$ cat src/rtl/openofdm_tx_bit_gen_pkg.sv
// Shared constants for the legacy TX DATA-field bit generator: rate codes,
// N_DBPS lookup, field lengths, scrambler taps and FSM state encoding.
package openofdm_tx_bit_gen_pkg;

  localparam logic [3:0] Rate6M  = 4'b1011;
  localparam logic [3:0] Rate9M  = 4'b1111;
  localparam logic [3:0] Rate12M = 4'b1010;
  localparam logic [3:0] Rate18M = 4'b1110;
  localparam logic [3:0] Rate24M = 4'b1001;
  localparam logic [3:0] Rate36M = 4'b1101;
  localparam logic [3:0] Rate48M = 4'b1000;
  localparam logic [3:0] Rate54M = 4'b1100;

  localparam int unsigned ServiceBits = 16;
  localparam int unsigned TailBits    = 6;

  // x^7 + x^4 + 1 scrambler: feedback from state bits 6 and 3
  localparam int unsigned ScramTapHi   = 6;
  localparam int unsigned ScramTapLo   = 3;
  localparam logic [6:0]  ScramDefault = 7'h7F;

  localparam logic [2:0] StIdle    = 3'd0;
  localparam logic [2:0] StCalc    = 3'd1;
  localparam logic [2:0] StService = 3'd2;
  localparam logic [2:0] StData    = 3'd3;
  localparam logic [2:0] StTail    = 3'd4;
  localparam logic [2:0] StPad     = 3'd5;

  // Data bits per OFDM symbol; 0 flags an invalid rate code
  function automatic logic [7:0] n_dbps_lookup(input logic [3:0] rate);
    case (rate)
      Rate6M:  return 8'd24;
      Rate9M:  return 8'd36;
      Rate12M: return 8'd48;
      Rate18M: return 8'd72;
      Rate24M: return 8'd96;
      Rate36M: return 8'd144;
      Rate48M: return 8'd192;
      Rate54M: return 8'd216;
      default: return 8'd0;
    endcase
  endfunction

endpackage

$ cat src/rtl/openofdm_tx_bit_gen_if.sv
// PSDU byte stream in and scrambled bit stream out of the TX bit generator.
// The slave modport is the bit generator, the master modport its environment.
interface openofdm_tx_bit_gen_if;
  logic [7:0] byte_in;
  logic       byte_in_valid;
  logic       byte_in_ready;
  logic       bit_out;
  logic       bit_out_valid;
  logic       bit_out_ready;
  logic       bit_out_last;

  modport master (
    output byte_in, byte_in_valid, bit_out_ready,
    input  byte_in_ready, bit_out, bit_out_valid, bit_out_last
  );

  modport slave (
    input  byte_in, byte_in_valid, bit_out_ready,
    output byte_in_ready, bit_out, bit_out_valid, bit_out_last
  );
endinterface

$ cat src/rtl/openofdm_tx_bit_gen_scrambler.sv
// 802.11 frame-synchronous scrambler; output is combinational on the current
// state, state advances only when en_i marks a consumed bit.
module openofdm_tx_bit_gen_scrambler
  import openofdm_tx_bit_gen_pkg::*;
(
  input  logic       clk,
  input  logic       rst,
  input  logic       load_i,
  input  logic [6:0] seed_i,
  input  logic       en_i,
  input  logic       data_i,
  input  logic       force_zero_i,
  output logic       data_o
);

  logic [6:0] state_q, state_d;
  logic       fb;

  assign fb     = state_q[ScramTapHi] ^ state_q[ScramTapLo];
  assign data_o = force_zero_i ? 1'b0 : (data_i ^ fb);

  // Seed load wins over advance; an all-zero seed would lock up, so use 7F
  always_comb begin
    state_d = state_q;
    if (load_i) begin
      state_d = (seed_i == 7'd0) ? ScramDefault : seed_i;
    end else if (en_i) begin
      state_d = {state_q[5:0], fb};
    end
  end

  // Scrambler state register
  always_ff @(posedge clk or posedge rst) begin
    if (rst) state_q <= ScramDefault;
    else     state_q <= state_d;
  end

endmodule

$ cat src/rtl/openofdm_tx_bit_gen.sv
// Legacy 802.11a/g DATA-field bit generator: SERVICE, PSDU (LSB first), tail
// and pad bits, scrambled, one bit per valid/ready transfer.
module openofdm_tx_bit_gen
  import openofdm_tx_bit_gen_pkg::*;
#(
  parameter int unsigned LEN_WIDTH  = 12,
  parameter int unsigned NSYM_WIDTH = 15
) (
  input  logic                  clk,
  input  logic                  rst,
  input  logic                  start_i,
  input  logic [3:0]            rate_i,
  input  logic [LEN_WIDTH-1:0]  psdu_len_i,
  input  logic [6:0]            scram_seed_i,
  openofdm_tx_bit_gen_if.slave  bus,
  output logic                  busy_o,
  output logic                  rate_err_o,
  output logic [NSYM_WIDTH-1:0] n_ofdm_sym_o,
  output logic [8:0]            n_pad_bits_o,
  output logic                  phy_len_valid_o
);

  logic [2:0]            state_q, state_d;
  logic [7:0]            n_dbps_q, n_dbps_d;
  logic [LEN_WIDTH-1:0]  len_q, len_d, byte_cnt_q, byte_cnt_d;
  logic signed [17:0]    rem_q, rem_d;
  logic [NSYM_WIDTH-1:0] n_sym_q, n_sym_d, n_ofdm_sym_q, n_ofdm_sym_d;
  logic [8:0]            n_pad_q, n_pad_d;
  logic                  plv_q, plv_d, rate_err_q, rate_err_d;
  logic [7:0]            cnt_q, cnt_d, byte_q, byte_d;
  logic [2:0]            bit_idx_q, bit_idx_d;
  logic                  full_q, full_d;

  logic [7:0] rate_ndbps;
  logic       out_valid, xfer, drain, byte_acc, data_bit, scr_out, scr_load;

  assign rate_ndbps = n_dbps_lookup(rate_i);
  assign out_valid  = (state_q == StService) || (state_q == StTail) || (state_q == StPad) ||
                      ((state_q == StData) && full_q);
  assign xfer       = out_valid && bus.bit_out_ready;
  assign drain      = (state_q == StData) && xfer && (bit_idx_q == 3'd7);
  // Refill in the same cycle the last bit drains so DATA has no bubble
  assign bus.byte_in_ready = (state_q == StData) && (byte_cnt_q != len_q) && (!full_q || drain);
  assign byte_acc   = bus.byte_in_valid && bus.byte_in_ready;
  assign data_bit   = (state_q == StData) ? byte_q[bit_idx_q] : 1'b0;

  assign bus.bit_out       = out_valid && scr_out;
  assign bus.bit_out_valid = out_valid;
  assign bus.bit_out_last  =
      ((state_q == StPad) && ({1'b0, cnt_q} == n_pad_q - 9'd1)) ||
      ((state_q == StTail) && (cnt_q == 8'(TailBits - 1)) && (n_pad_q == 9'd0));

  assign busy_o          = (state_q != StIdle);
  assign rate_err_o      = rate_err_q;
  assign n_ofdm_sym_o    = n_ofdm_sym_q;
  assign n_pad_bits_o    = n_pad_q;
  assign phy_len_valid_o = plv_q;

  openofdm_tx_bit_gen_scrambler u_scrambler (
    .clk          (clk),
    .rst          (rst),
    .load_i       (scr_load),
    .seed_i       (scram_seed_i),
    .en_i         (xfer),
    .data_i       (data_bit),
    .force_zero_i (state_q == StTail),
    .data_o       (scr_out)
  );

  // Frame sequencing, symbol-count division and byte buffering
  always_comb begin
    state_d      = state_q;
    n_dbps_d     = n_dbps_q;
    len_d        = len_q;
    byte_cnt_d   = byte_cnt_q;
    rem_d        = rem_q;
    n_sym_d      = n_sym_q;
    n_ofdm_sym_d = n_ofdm_sym_q;
    n_pad_d      = n_pad_q;
    cnt_d        = cnt_q;
    byte_d       = byte_q;
    bit_idx_d    = bit_idx_q;
    full_d       = full_q;
    plv_d        = 1'b0;
    rate_err_d   = 1'b0;
    scr_load     = 1'b0;
    case (state_q)
      StIdle: begin
        if (start_i) begin
          if (rate_ndbps != 8'd0) begin
            n_dbps_d   = rate_ndbps;
            len_d      = psdu_len_i;
            rem_d      = $signed(18'({psdu_len_i, 3'b000}) + 18'd22);
            n_sym_d    = '0;
            cnt_d      = '0;
            bit_idx_d  = '0;
            byte_cnt_d = '0;
            full_d     = 1'b0;
            scr_load   = 1'b1;
            state_d    = StCalc;
          end else begin
            rate_err_d = 1'b1;
          end
        end
      end
      StCalc: begin
        if (rem_q > 18'sd0) begin
          rem_d   = rem_q - $signed({10'd0, n_dbps_q});
          n_sym_d = n_sym_q + NSYM_WIDTH'(1);
        end else begin
          n_pad_d      = 9'(-rem_q);
          n_ofdm_sym_d = n_sym_q;
          plv_d        = 1'b1;
          state_d      = StService;
        end
      end
      StService: begin
        if (xfer) begin
          if (cnt_q == 8'(ServiceBits - 1)) begin
            cnt_d   = '0;
            state_d = (len_q == '0) ? StTail : StData;
          end else begin
            cnt_d = cnt_q + 8'd1;
          end
        end
      end
      StData: begin
        if (xfer) bit_idx_d = bit_idx_q + 3'd1;
        if (byte_acc) begin
          byte_d     = bus.byte_in;
          full_d     = 1'b1;
          byte_cnt_d = byte_cnt_q + LEN_WIDTH'(1);
        end else if (drain) begin
          full_d = 1'b0;
          if (byte_cnt_q == len_q) state_d = StTail;
        end
      end
      StTail: begin
        if (xfer) begin
          if (cnt_q == 8'(TailBits - 1)) begin
            cnt_d   = '0;
            state_d = (n_pad_q == 9'd0) ? StIdle : StPad;
          end else begin
            cnt_d = cnt_q + 8'd1;
          end
        end
      end
      StPad: begin
        if (xfer) begin
          if ({1'b0, cnt_q} == n_pad_q - 9'd1) begin
            cnt_d   = '0;
            state_d = StIdle;
          end else begin
            cnt_d = cnt_q + 8'd1;
          end
        end
      end
      default: state_d = StIdle;
    endcase
  end

  // State and datapath registers
  always_ff @(posedge clk or posedge rst) begin
    if (rst) begin
      state_q      <= StIdle;
      n_dbps_q     <= '0;
      len_q        <= '0;
      byte_cnt_q   <= '0;
      rem_q        <= '0;
      n_sym_q      <= '0;
      n_ofdm_sym_q <= '0;
      n_pad_q      <= '0;
      cnt_q        <= '0;
      byte_q       <= '0;
      bit_idx_q    <= '0;
      full_q       <= 1'b0;
      plv_q        <= 1'b0;
      rate_err_q   <= 1'b0;
    end else begin
      state_q      <= state_d;
      n_dbps_q     <= n_dbps_d;
      len_q        <= len_d;
      byte_cnt_q   <= byte_cnt_d;
      rem_q        <= rem_d;
      n_sym_q      <= n_sym_d;
      n_ofdm_sym_q <= n_ofdm_sym_d;
      n_pad_q      <= n_pad_d;
      cnt_q        <= cnt_d;
      byte_q       <= byte_d;
      bit_idx_q    <= bit_idx_d;
      full_q       <= full_d;
      plv_q        <= plv_d;
      rate_err_q   <= rate_err_d;
    end
  end

endmodule
$ cat src/flat_wrapper.sv
// flat-port wrapper written by rule: the top's interface ports become plain ports
module openofdm_tx_bit_gen_flat import openofdm_tx_bit_gen_pkg::*;
#(
  parameter int unsigned LEN_WIDTH  = 12,
  parameter int unsigned NSYM_WIDTH = 15
)
  (clk, rst, start_i, rate_i, psdu_len_i, scram_seed_i, busy_o, rate_err_o, n_ofdm_sym_o, n_pad_bits_o, phy_len_valid_o, bus_byte_in, bus_byte_in_valid, bus_bit_out_ready, bus_byte_in_ready, bus_bit_out, bus_bit_out_valid, bus_bit_out_last);
  openofdm_tx_bit_gen_if bus_i ();
  input  logic clk;
  input  logic rst;
  input  logic start_i;
  input  logic [3:0] rate_i;
  input  logic [LEN_WIDTH-1:0] psdu_len_i;
  input  logic [6:0] scram_seed_i;
  output logic busy_o;
  output logic rate_err_o;
  output logic [NSYM_WIDTH-1:0] n_ofdm_sym_o;
  output logic [8:0] n_pad_bits_o;
  output logic phy_len_valid_o;
  input wire logic [$bits(bus_i.byte_in)-1:0] bus_byte_in;
  input wire logic [$bits(bus_i.byte_in_valid)-1:0] bus_byte_in_valid;
  input wire logic [$bits(bus_i.bit_out_ready)-1:0] bus_bit_out_ready;
  output wire logic [$bits(bus_i.byte_in_ready)-1:0] bus_byte_in_ready;
  output wire logic [$bits(bus_i.bit_out)-1:0] bus_bit_out;
  output wire logic [$bits(bus_i.bit_out_valid)-1:0] bus_bit_out_valid;
  output wire logic [$bits(bus_i.bit_out_last)-1:0] bus_bit_out_last;
  assign bus_i.byte_in = bus_byte_in;
  assign bus_i.byte_in_valid = bus_byte_in_valid;
  assign bus_i.bit_out_ready = bus_bit_out_ready;
  assign bus_byte_in_ready = bus_i.byte_in_ready;
  assign bus_bit_out = bus_i.bit_out;
  assign bus_bit_out_valid = bus_i.bit_out_valid;
  assign bus_bit_out_last = bus_i.bit_out_last;
  openofdm_tx_bit_gen #(.LEN_WIDTH(LEN_WIDTH), .NSYM_WIDTH(NSYM_WIDTH)) u_core (.clk(clk), .rst(rst), .start_i(start_i), .rate_i(rate_i), .psdu_len_i(psdu_len_i), .scram_seed_i(scram_seed_i), .bus(bus_i), .busy_o(busy_o), .rate_err_o(rate_err_o), .n_ofdm_sym_o(n_ofdm_sym_o), .n_pad_bits_o(n_pad_bits_o), .phy_len_valid_o(phy_len_valid_o));
endmodule
$ cat config.mk
export PLATFORM = sky130hd
export DESIGN_NAME = openofdm_tx_bit_gen_flat
export DESIGN_NICKNAME = d
export VERILOG_FILES = /design/src/rtl/openofdm_tx_bit_gen_pkg.sv /design/src/rtl/openofdm_tx_bit_gen_if.sv /design/src/rtl/openofdm_tx_bit_gen_scrambler.sv /design/src/rtl/openofdm_tx_bit_gen.sv /design/src/flat_wrapper.sv
export SDC_FILE = /design/constraint.sdc
export NUM_CORES = 1
export LEC_CHECK = 0
export ABC_AREA = 0
export ABC_CLOCK_PERIOD_IN_PS = 4290
export CAP_MARGIN = 5
export CORE_MARGIN = 2
export CORE_UTILIZATION = 50
export CTS_CLUSTER_DIAMETER = 80
export DETAILED_ROUTE_END_ITERATION = 12
export PLACE_DENSITY = 0.72
export SYNTH_ARGS = -nofsm -noshare
export SYNTH_HDL_FRONTEND = slang
export SYNTH_SLANG_ARGS = --single-unit
$ cat constraint.sdc
create_clock -name clk -period 4.29 [get_ports clk]
set_input_delay 0.858 -clock clk [delete_from_list [all_inputs] [get_ports clk]]
set_output_delay 0.858 -clock clk [all_outputs]
set_load 0.02 [all_outputs]
# Yosys cells after proc, flatten, opt, wreduce, memory -nomap -nowiden
# Memory sizes are Yosys's and may differ from the RTL's.
# Index checks and enable logic that the tools add are counted.
dict set report word_totals {
  out_inout_bits 31
  in_bits 36
  word_cells 152
  reg_bits 121
  romBits 96
  n_memories 1
}
dict set report op_classes {
  n_mux 60
  n_addsub 8
  bitwise 3
  eq_ne 27
  n_reduce_logical 36
  n_lt_le_gt_ge 2
}
# memory depth word_bits rd rd_clocked_by_memory_dff wr line_no
set memory_table {}
lappend memory_table {{(name not given)} 16 6 1 0 0 openofdm_tx_bit_gen_pkg.sv:31} ;# case (rate)
# operator count
set op_table {}
lappend op_table {{$mux 8} 8}
lappend op_table {{$mux 18} 3}
lappend op_table {{$mux 3} 17}
lappend op_table {{$mux 15} 3}
lappend op_table {{$mux 12} 3}
lappend op_table {{$pmux 18 s2} 1}
lappend op_table {{$pmux 8 s4} 1}
lappend op_table {{$pmux 15 s2} 1}
lappend op_table {{$pmux 12 s2} 1}
lappend op_table {{$mux 7} 3}
lappend op_table {{$gt 18x1->1 const B} 1}
lappend op_table {{$ne 2x1->1 const B} 9}
lappend op_table {{$pmux 3 s6} 1}
lappend op_table {{$sub 18x9->18} 1}
lappend op_table {{$add 15x5->16 const B} 1}
lappend op_table {{$reduce_and 4->1} 4}
lappend op_table {{$add 15x1->15 const B} 1}
lappend op_table {{$mux 1} 15}
lappend op_table {{$add 12x1->12 const B} 1}
lappend op_table {{$eq 12x12->1} 1}
lappend op_table {{$logic_not 12->1} 1}
lappend op_table {{$ne 12x12->1} 1}
lappend op_table {{$ne 2x2->1 const B} 6}
lappend op_table {{$reduce_and 12->1} 1}
lappend op_table {{30 further kinds} 51}

# Depth between registers and ports, before layout
# Gate-level depths: netlist of run 1.
dict set report logic_depth {
  ltp_word 12
  ltp_mapped 10
  ltp_nobuf 10
}

# Modules after synthesis
# A second synthesis of run 1 with hierarchy kept.
dict set report unflattened {
  cells_unflattened 755
  hier_area_um2 6712.7
}
# mod cells_each instances area_each_um2
set modules_own_cells {}
lappend modules_own_cells {openofdm_tx_bit_gen 708 1 6278.5}
lappend modules_own_cells {openofdm_tx_bit_gen_scrambler 47 1 434.2}

# Worst setup path after synthesis of run 1
# Ideal clock, no wire load.
dict set report synth_timing {
  path_type {reg2out}
  start {register u_core.n_pad_q[1] (netlist: u_core.n_pad_bits_o[1])}
  end {output port bus_bit_out_last}
  path_slack_ns 0.980
  path_buffers 0
  stages_incl_launch_ff 7
  arrival_ns 2.452
  required_ns 3.432
  cell_sequence {dfrtp_1 or4_4 o21a_1 nor3_1 o31ai_2 or4_1 a21oi_1}
}
dict set report synth_via {
  elab_chain_len 4
}
# item line_no
set synth_lines {}
lappend synth_lines {{start, declared} openofdm_tx_bit_gen.sv:28} ;# logic [8:0] n_pad_q, n_pad_d;
lappend synth_lines {{start signal, assigned} openofdm_tx_bit_gen.sv:187} ;# n_pad_q <= n_pad_d;
lappend synth_lines {{$sub 9x1->9} openofdm_tx_bit_gen.sv:50} ;# ((state_q == StPad) && ({1'b0, cnt_q} == n_pad_q - 9'd1)) ||
lappend synth_lines {{$eq 8x9->1} openofdm_tx_bit_gen.sv:50}
lappend synth_lines {{$logic_and 1x1->1} openofdm_tx_bit_gen.sv:50}
lappend synth_lines {{$logic_or 1x1->1 (*)} openofdm_tx_bit_gen.sv:50}
lappend synth_lines {{end, declared} flat_wrapper.sv:26} ;# output wire logic [$bits(bus_i.bit_out_last)-1:0] bus_bit_out_last;
# Every way passes the cells marked *; elsewhere a longest branch is shown, timed or not.

# Worst setup path after layout of run 1
# Same ends and word-level chain as after synthesis.

==> out/qor.yml, run 1 <==
status: "complete, no violations"
cp_max_fo: 6
hold_buffers: 0
final_util_pct: 62.3
fmax_mhz: 264
synth_cell_types: 67
netlist_top_cells_area: "dfrtp_1, nand2_1, xnor2_1, ha_1, nor2_1"
grt_start_max_net_pins: 63
core_sq_um: 12700
start_util_pct: 51.5
cts_tree: "built"
layout-drive-gt1-share_pct: 8.29
fin_cells: 968
areaGrowthSynthToFinish_pct: 21.0
grt_pass1_wl_um: 26400
ys.flop_type: "dfrtp_1"
final_antenna_net_count: 0
yosysTopAreaCell: "dfrtp_1"
synth_top_cell_area_share_pct: 42.2
regToRegStartpoint: "u_core.state_q[0]$_DFFE_PP0P_"
avgRoutedWirePerCell_um: 15.9
die_y_um: 118
setup_violations: 0
synth_fp_nets: 779
dp_slack_ns: 0.554
portBuffers: 65
viasPerCell: 5.63
p_switching_mw: 2.24
cts_htree_levels: 4
dpl_cell_area_sq_um: 7340
wl_um: 15400
drt-initial-drc-count: 389
switching_share_pct: 39.1
power.density_nw_per_um2: 726
cp.required_ns: 3.43
rsz0062_at_grt: "no"
fin_nets: 839
clk_pin_slew_worst_paths_ns: 0.05
drcViolationCount: 0
r2r_slack_ns: 1.35
place_congestion: 0.907
holdPathStages: 2
period_share_pct: 88.2
p_clk_share_pct: 22.9
antenna_found_initial: 0
synth_most_common_cell: "nand2_1"
grtUsageTotal_pct: 23.4
comb_power_share_pct: 41.2
num_vias: 5451
cts.path.max_buffers: 2
grt_remaining_overflow: 0
rows: 41
relSlewSlack_pct: 29.4
final_area_sq_um: 7890
finClkSkew_ns: 0.00823
p_int_mw: 3.49
crit_path_end_kind: "primary output"
hold_viol_final: 0
cp_cell_sequence: "or4_4 -> o21a_1 -> nor3_1 -> o31ai_2 -> or4_1 -> a21oi_1 -> dlymetal6s2s_1"
crit-reg2reg-capture: "u_core.n_pad_bits_o[2]$_DFFE_PP0P_"
power.total_mw: 5.73
fin_crit_ns: 3.78
clock-sinks: 117
dp_hpwl_um: 11100
fp.dieArea_sq_um: 14000
synth_area_sq_um: 6520
min_from: "u_core.n_ofdm_sym_o[13]$_DFFE_PP0P_"
cp_slowest_cell: "or4_4"
first_global_vias: 5400
cap_violations: 0
dp.cells: 936
die_w_um: 118
cts_made_buffers: 17
post_cts_buffers: 0
ys_seq_area_share_pct: 45.0
worstSetupStartpointType: "register"
worstPathArrival_ns: 2.92
synthArstFlopShare_pct: 100
multiInputGateArea_sq_um: 3360
syn_avg_cell_area_sq_um: 9.02
timing.final.ws_setup_ns: 0.507
design.portCount: 67
diodes: 0
maxSlewViolCount: 0
max_stage_delay_ns: 0.56
seqPwrFrac_pct: 35.9
yosys-top-cells-count: "nand2_1, dfrtp_1, nor2_1"
synth_warnings: 0
p_leak_nw: 3.49
setup_tns_ns: 0
ff2ff_path_depth: 9
ctsRootBufferMaster: "clkbuf_16"
vdd_drop_max_mv: 0.425
dr.pass1.iters: 5
synthCells: 723
ys_ff_latch: 117
worstMarginPinSlew_ns: 1.04
whs_ns: 0.475
synth_edf_count: 0
hold_path_class: "register to register"
nFillCells: 1078
crit_type: "register to primary output"
clock_latency_ns: 0.42
regArea_sq_um: 2940
hold_end: "u_core.n_ofdm_sym_o[13]$_DFFE_PP0P_"
## power groups by stage
stage                     logic, mW  registers, mW  clock network [mW]
after floorplan                1.66           2.00                   0
after global placement         2.26           2.04                   0
after detailed placement       2.35           2.07                   0
after CTS                      2.37           2.05                1.33
after global routing           2.62           2.13                1.38
final                          2.36           2.06                1.31
## cells by family (layout without fill, tap and decap cells)
| group | count (synthesis) | in the layout | synth area share (%) |
|---|---|---|---|
| AOI/OAI and AO/OA | 120 | 120 | 12.1 |
| xor gates and xnor gates | 62 | 62 | 8.33 |
| buffers and inverters | 60 | 133 | 3.51 |
| adders and majority gates | 20 | 20 | 3.95 |
| muxes | 21 | 21 | 3.89 |
| DFF | 117 | 117 | 45.0 |
| and+or+nand+nor | 322 | 322 | 23.1 |
| other | 1 | 1 | 0.0575 |
## sequential cells by signal, summed over array words and instances (netlist names), 3 cells and up
signal	flops
u_core.cnt_q	8
u_core.n_pad_bits_o	8
u_core.n_ofdm_sym_o	15
u_core.rem_q	17
u_core.n_sym_q	15
u_core.bit_idx_q	3
u_core.byte_q	8
u_core.byte_cnt_q	12
u_core.u_scrambler.state_q	7
u_core.n_dbps_q	6
u_core.state_q	3
u_core.len_q	12
## layer usage
metal	part of all wire, %	up-vias	GRT usage (%)	routed length [um]
li1	-	2630	-	-
met1	44	2641	30.4	6750
met2	49	151	38.5	7520
met3	5.1	29	4.68	784
met4	2.1	0	9.04	318
met5	0	-	0	0
## timing repair
action | in CTS | in global routing
endpoints found under the hold margin | 0 | 0
setup endpoints to repair | 0 | 1
resized for setup | 0 | 1
## critical path, delay by kind of cell, from the launching register on
kind,cells,cell delay (ns)
flip-flops,1,0.44
AND/OR/NAND/NOR,3,1.35
AO/OA/AOI/OAI,3,0.48
buffers and inverters,1,0.24
## worst max-delay path by stage
stage	slack, ns	cells past startpoint	from	endpoint
final	0.51	7	u_core.n_pad_bits_o[1]$_DFFE_PP0P_	bus_bit_out_last
after global routing	0.32	7	u_core.n_pad_bits_o[1]$_DFFE_PP0P_	bus_bit_out_last
after detailed placement	0.55	9	rate_i[1]	u_core.rem_q[7]$_DFFE_PP0P_
after CTS	0.10	7	u_core.n_pad_bits_o[1]$_DFFE_PP0P_	bus_bit_out_last
after global placement	0.65	7	u_core.n_pad_bits_o[1]$_DFFE_PP0P_	bus_bit_out_last
after floorplan	0.34	1	rst	u_core.bit_idx_q[0]$_DFFE_PP0P_
## cell usage in the layout (no fill, tap or decap), types with 5 or more instances in the layout
master,instances
nor4_1,8
dfrtp_1,110
mux2i_1,7
and3_1,11
nand2_1,141
nor2_1,55
xnor2_1,46
mux2_2,11
dfstp_2,7
nor2b_1,9
xor2_1,16
nor3b_1,5
a22o_1,8
buf_4,8
inv_1,25
o21ai_0,40
o22ai_1,7
nand4_1,13
ha_1,19
nor3_1,22
clkdlybuf4s50_1,64
clkbuf_1,8
a21oi_1,22
clkbuf_16,17
nand3_1,29
## layout make-up
cell class                      instances  area share [%]
Inverter                               27            1.32
Sequential cell                       117            37.2
Clock inverter                          4           0.571
Clock buffer                           28            6.30
Tap cell                              172            2.73
Multi-Input combinational cell        546            42.6
Timing Repair Buffer                   74            9.29
No activity file was read; power rests on OpenSTA's default activity.
==> run 2: changes to the inputs <==
--- a/config.mk
+++ b/config.mk
@@ -12,7 +12,9 @@
 export CORE_UTILIZATION = 50
 export CTS_CLUSTER_DIAMETER = 80
 export DETAILED_ROUTE_END_ITERATION = 12
+export GPL_ROUTABILITY_DRIVEN = 0
 export PLACE_DENSITY = 0.72
+export SLEW_MARGIN = 15
 export SYNTH_ARGS = -nofsm -noshare
 export SYNTH_HDL_FRONTEND = slang
 export SYNTH_SLANG_ARGS = --single-unit
==> run 2 against run 1 <==
Flip-flop and latch count is the same. Combinational power is essentially flat. Critical path type unchanged. Design area is essentially flat. Clock power is essentially flat. Critical endpoint unchanged. Setup slack lost 0.0081 ns. Clock-buffer cell count is the same.
==> out/qor.yml, run 2 (same netlist as run 1, synthesis figures left out) <==
worstPathArrival_ns: 2.93
design.portCount: 67
power.density_nw_per_um2: 726
die_w_um: 118
portBuffers: 65
dr.pass1.iters: 5
final_antenna_net_count: 0
switching_share_pct: 39.2
die_y_um: 118
p_switching_mw: 2.25
num_vias: 5467
cp_max_fo: 6
layout-drive-gt1-share_pct: 8.42
p_leak_nw: 3.49
cap_violations: 0
r2r_slack_ns: 1.34
rsz0062_at_grt: "no"
first_global_vias: 5400
cts_htree_levels: 4
p_clk_share_pct: 22.8
max_stage_delay_ns: 0.56
fin_nets: 839
antenna_found_initial: 0
vdd_drop_max_mv: 0.426
dp_hpwl_um: 11100
rows: 41
relSlewSlack_pct: 50.2
cts_tree: "built"
fin_crit_ns: 3.79
viasPerCell: 5.65
worstMarginPinSlew_ns: 0.739
crit_type: "register to primary output"
cp.required_ns: 3.43
clk_pin_slew_worst_paths_ns: 0.05
grtUsageTotal_pct: 23.4
hold_path_class: "register to register"
cp_slowest_cell: "or4_4"
fp.dieArea_sq_um: 14000
fmax_mhz: 264
largest_register_ff_count: 17
diodes: 0
maxSlewViolCount: 0
period_share_pct: 88.4
hold_viol_final: 0
finClkSkew_ns: 0.00734
seqPwrFrac_pct: 35.9
drt-initial-drc-count: 337
crit_path_end_kind: "primary output"
post_cts_buffers: 0
wl_um: 15400
p_int_mw: 3.49
core_sq_um: 12700
setup_violations: 0
final_util_pct: 62.3
grt_remaining_overflow: 0
worstSetupStartpointType: "register"
comb_power_share_pct: 41.3
areaGrowthSynthToFinish_pct: 21.1
clock_latency_ns: 0.42
regMostFlops: "u_core.rem_q"
grt_pass1_wl_um: 26400
mostFrequentLayoutCell: "nand2_1"
most-common-layout-cells: "nand2_1, dfrtp_1, clkdlybuf4s50_1"
avgRoutedWirePerCell_um: 15.9
grt_start_max_net_pins: 63
clock-sinks: 117
cts.path.max_buffers: 2
status: "complete, no violations"
drcViolationCount: 0
start_util_pct: 51.5
cp_cell_sequence: "or4_4 -> or2_1 -> o21ai_1 -> o31ai_2 -> or4_1 -> a21oi_1 -> dlymetal6s2s_1"
cts_made_buffers: 17
setup_tns_ns: 0
ctsRootBufferMaster: "clkbuf_16"
[run 2: worst max-delay path: cells and delay by family, from the launching register on]
family | cells | cell delay [ns]
AOI/OAI and AO/OA | 3 | 0.47
buffers and inverters | 1 | 0.24
DFF | 1 | 0.44
and+or+nand+nor | 3 | 1.37
[run 2: area by class of cell]
| class | instances | area [sq um] |
|---|---|---|
| Inverter | 27 | 104 |
| Fill cell | 1076 | 4770 |
| Tap cell | 172 | 215 |
| Clock inverter | 4 | 45.0 |
| Multi-Input combinational cell | 546 | 3370 |
| Clock buffer | 28 | 497 |
| Sequential cell | 117 | 2940 |
| Timing Repair Buffer | 74 | 733 |
[run 2: timing repair]
action / in CTS / in global routing
resized for setup: 0 / 1
setup endpoints to repair: 0 / 1
hold buffers: 0 / 0
[run 2: worst paths after layout]
path,from,to,depth (start not counted)
max,u_core.n_pad_bits_o[1]$_DFFE_PP0P_,bus_bit_out_last,7
max reg2reg,u_core.state_q[0]$_DFFE_PP0P_,u_core.n_pad_bits_o[2]$_DFFE_PP0P_,9
min in group asynchronous,rst,u_core.n_ofdm_sym_o[10]$_DFFE_PP0P_,2
max in group asynchronous,rst,u_core.u_scrambler.state_q[4]$_DFFE_PP1P_,3
min,u_core.u_scrambler.state_q[0]$_DFFE_PP1P_,u_core.u_scrambler.state_q[0]$_DFFE_PP1P_,2
min reg2reg,u_core.u_scrambler.state_q[0]$_DFFE_PP1P_,u_core.u_scrambler.state_q[0]$_DFFE_PP1P_,2
[run 2: layer usage]
| layer | global-route usage, % | share of wire [%] | vias to the layer above |
|---|---|---|---|
| met2 | 38.5 | 49 | 158 |
| met3 | 4.68 | 4.4 | 33 |
| li1 | - | - | 2631 |
| met5 | 0 | 0 | - |
| met1 | 30.4 | 45 | 2645 |
| met4 | 9.04 | 2.2 | 0 |
[run 2: power by group through the flow]
| stage | Sequential [mW] | Combinational [mW] | Clock [mW] |
|---|---|---|---|
| final | 2.06 | 2.37 | 1.31 |
| after global routing | 2.13 | 2.62 | 1.38 |
| after CTS | 2.05 | 2.37 | 1.33 |
| after detailed placement | 2.07 | 2.35 | 0 |
| after global placement | 2.04 | 2.26 | 0 |
| after floorplan | 2.00 | 1.66 | 0 |
[run 2: stage by stage]
stage	power (mW)	hold slack, ns	std cells	cell area (sq um)	worst slack (ns)
6_report	5.73	0.474	968	7900	0.499
5_1_grt	6.14	0.496	968	7900	0.315
4_1_cts	5.75	0.475	968	7890	0.103
3_5_place_dp	4.41	0.465	936	7340	0.554
3_3_place_gp	4.30	0.457	936	7340	0.649
2_1_floorplan	3.66	0.450	723	6520	0.343
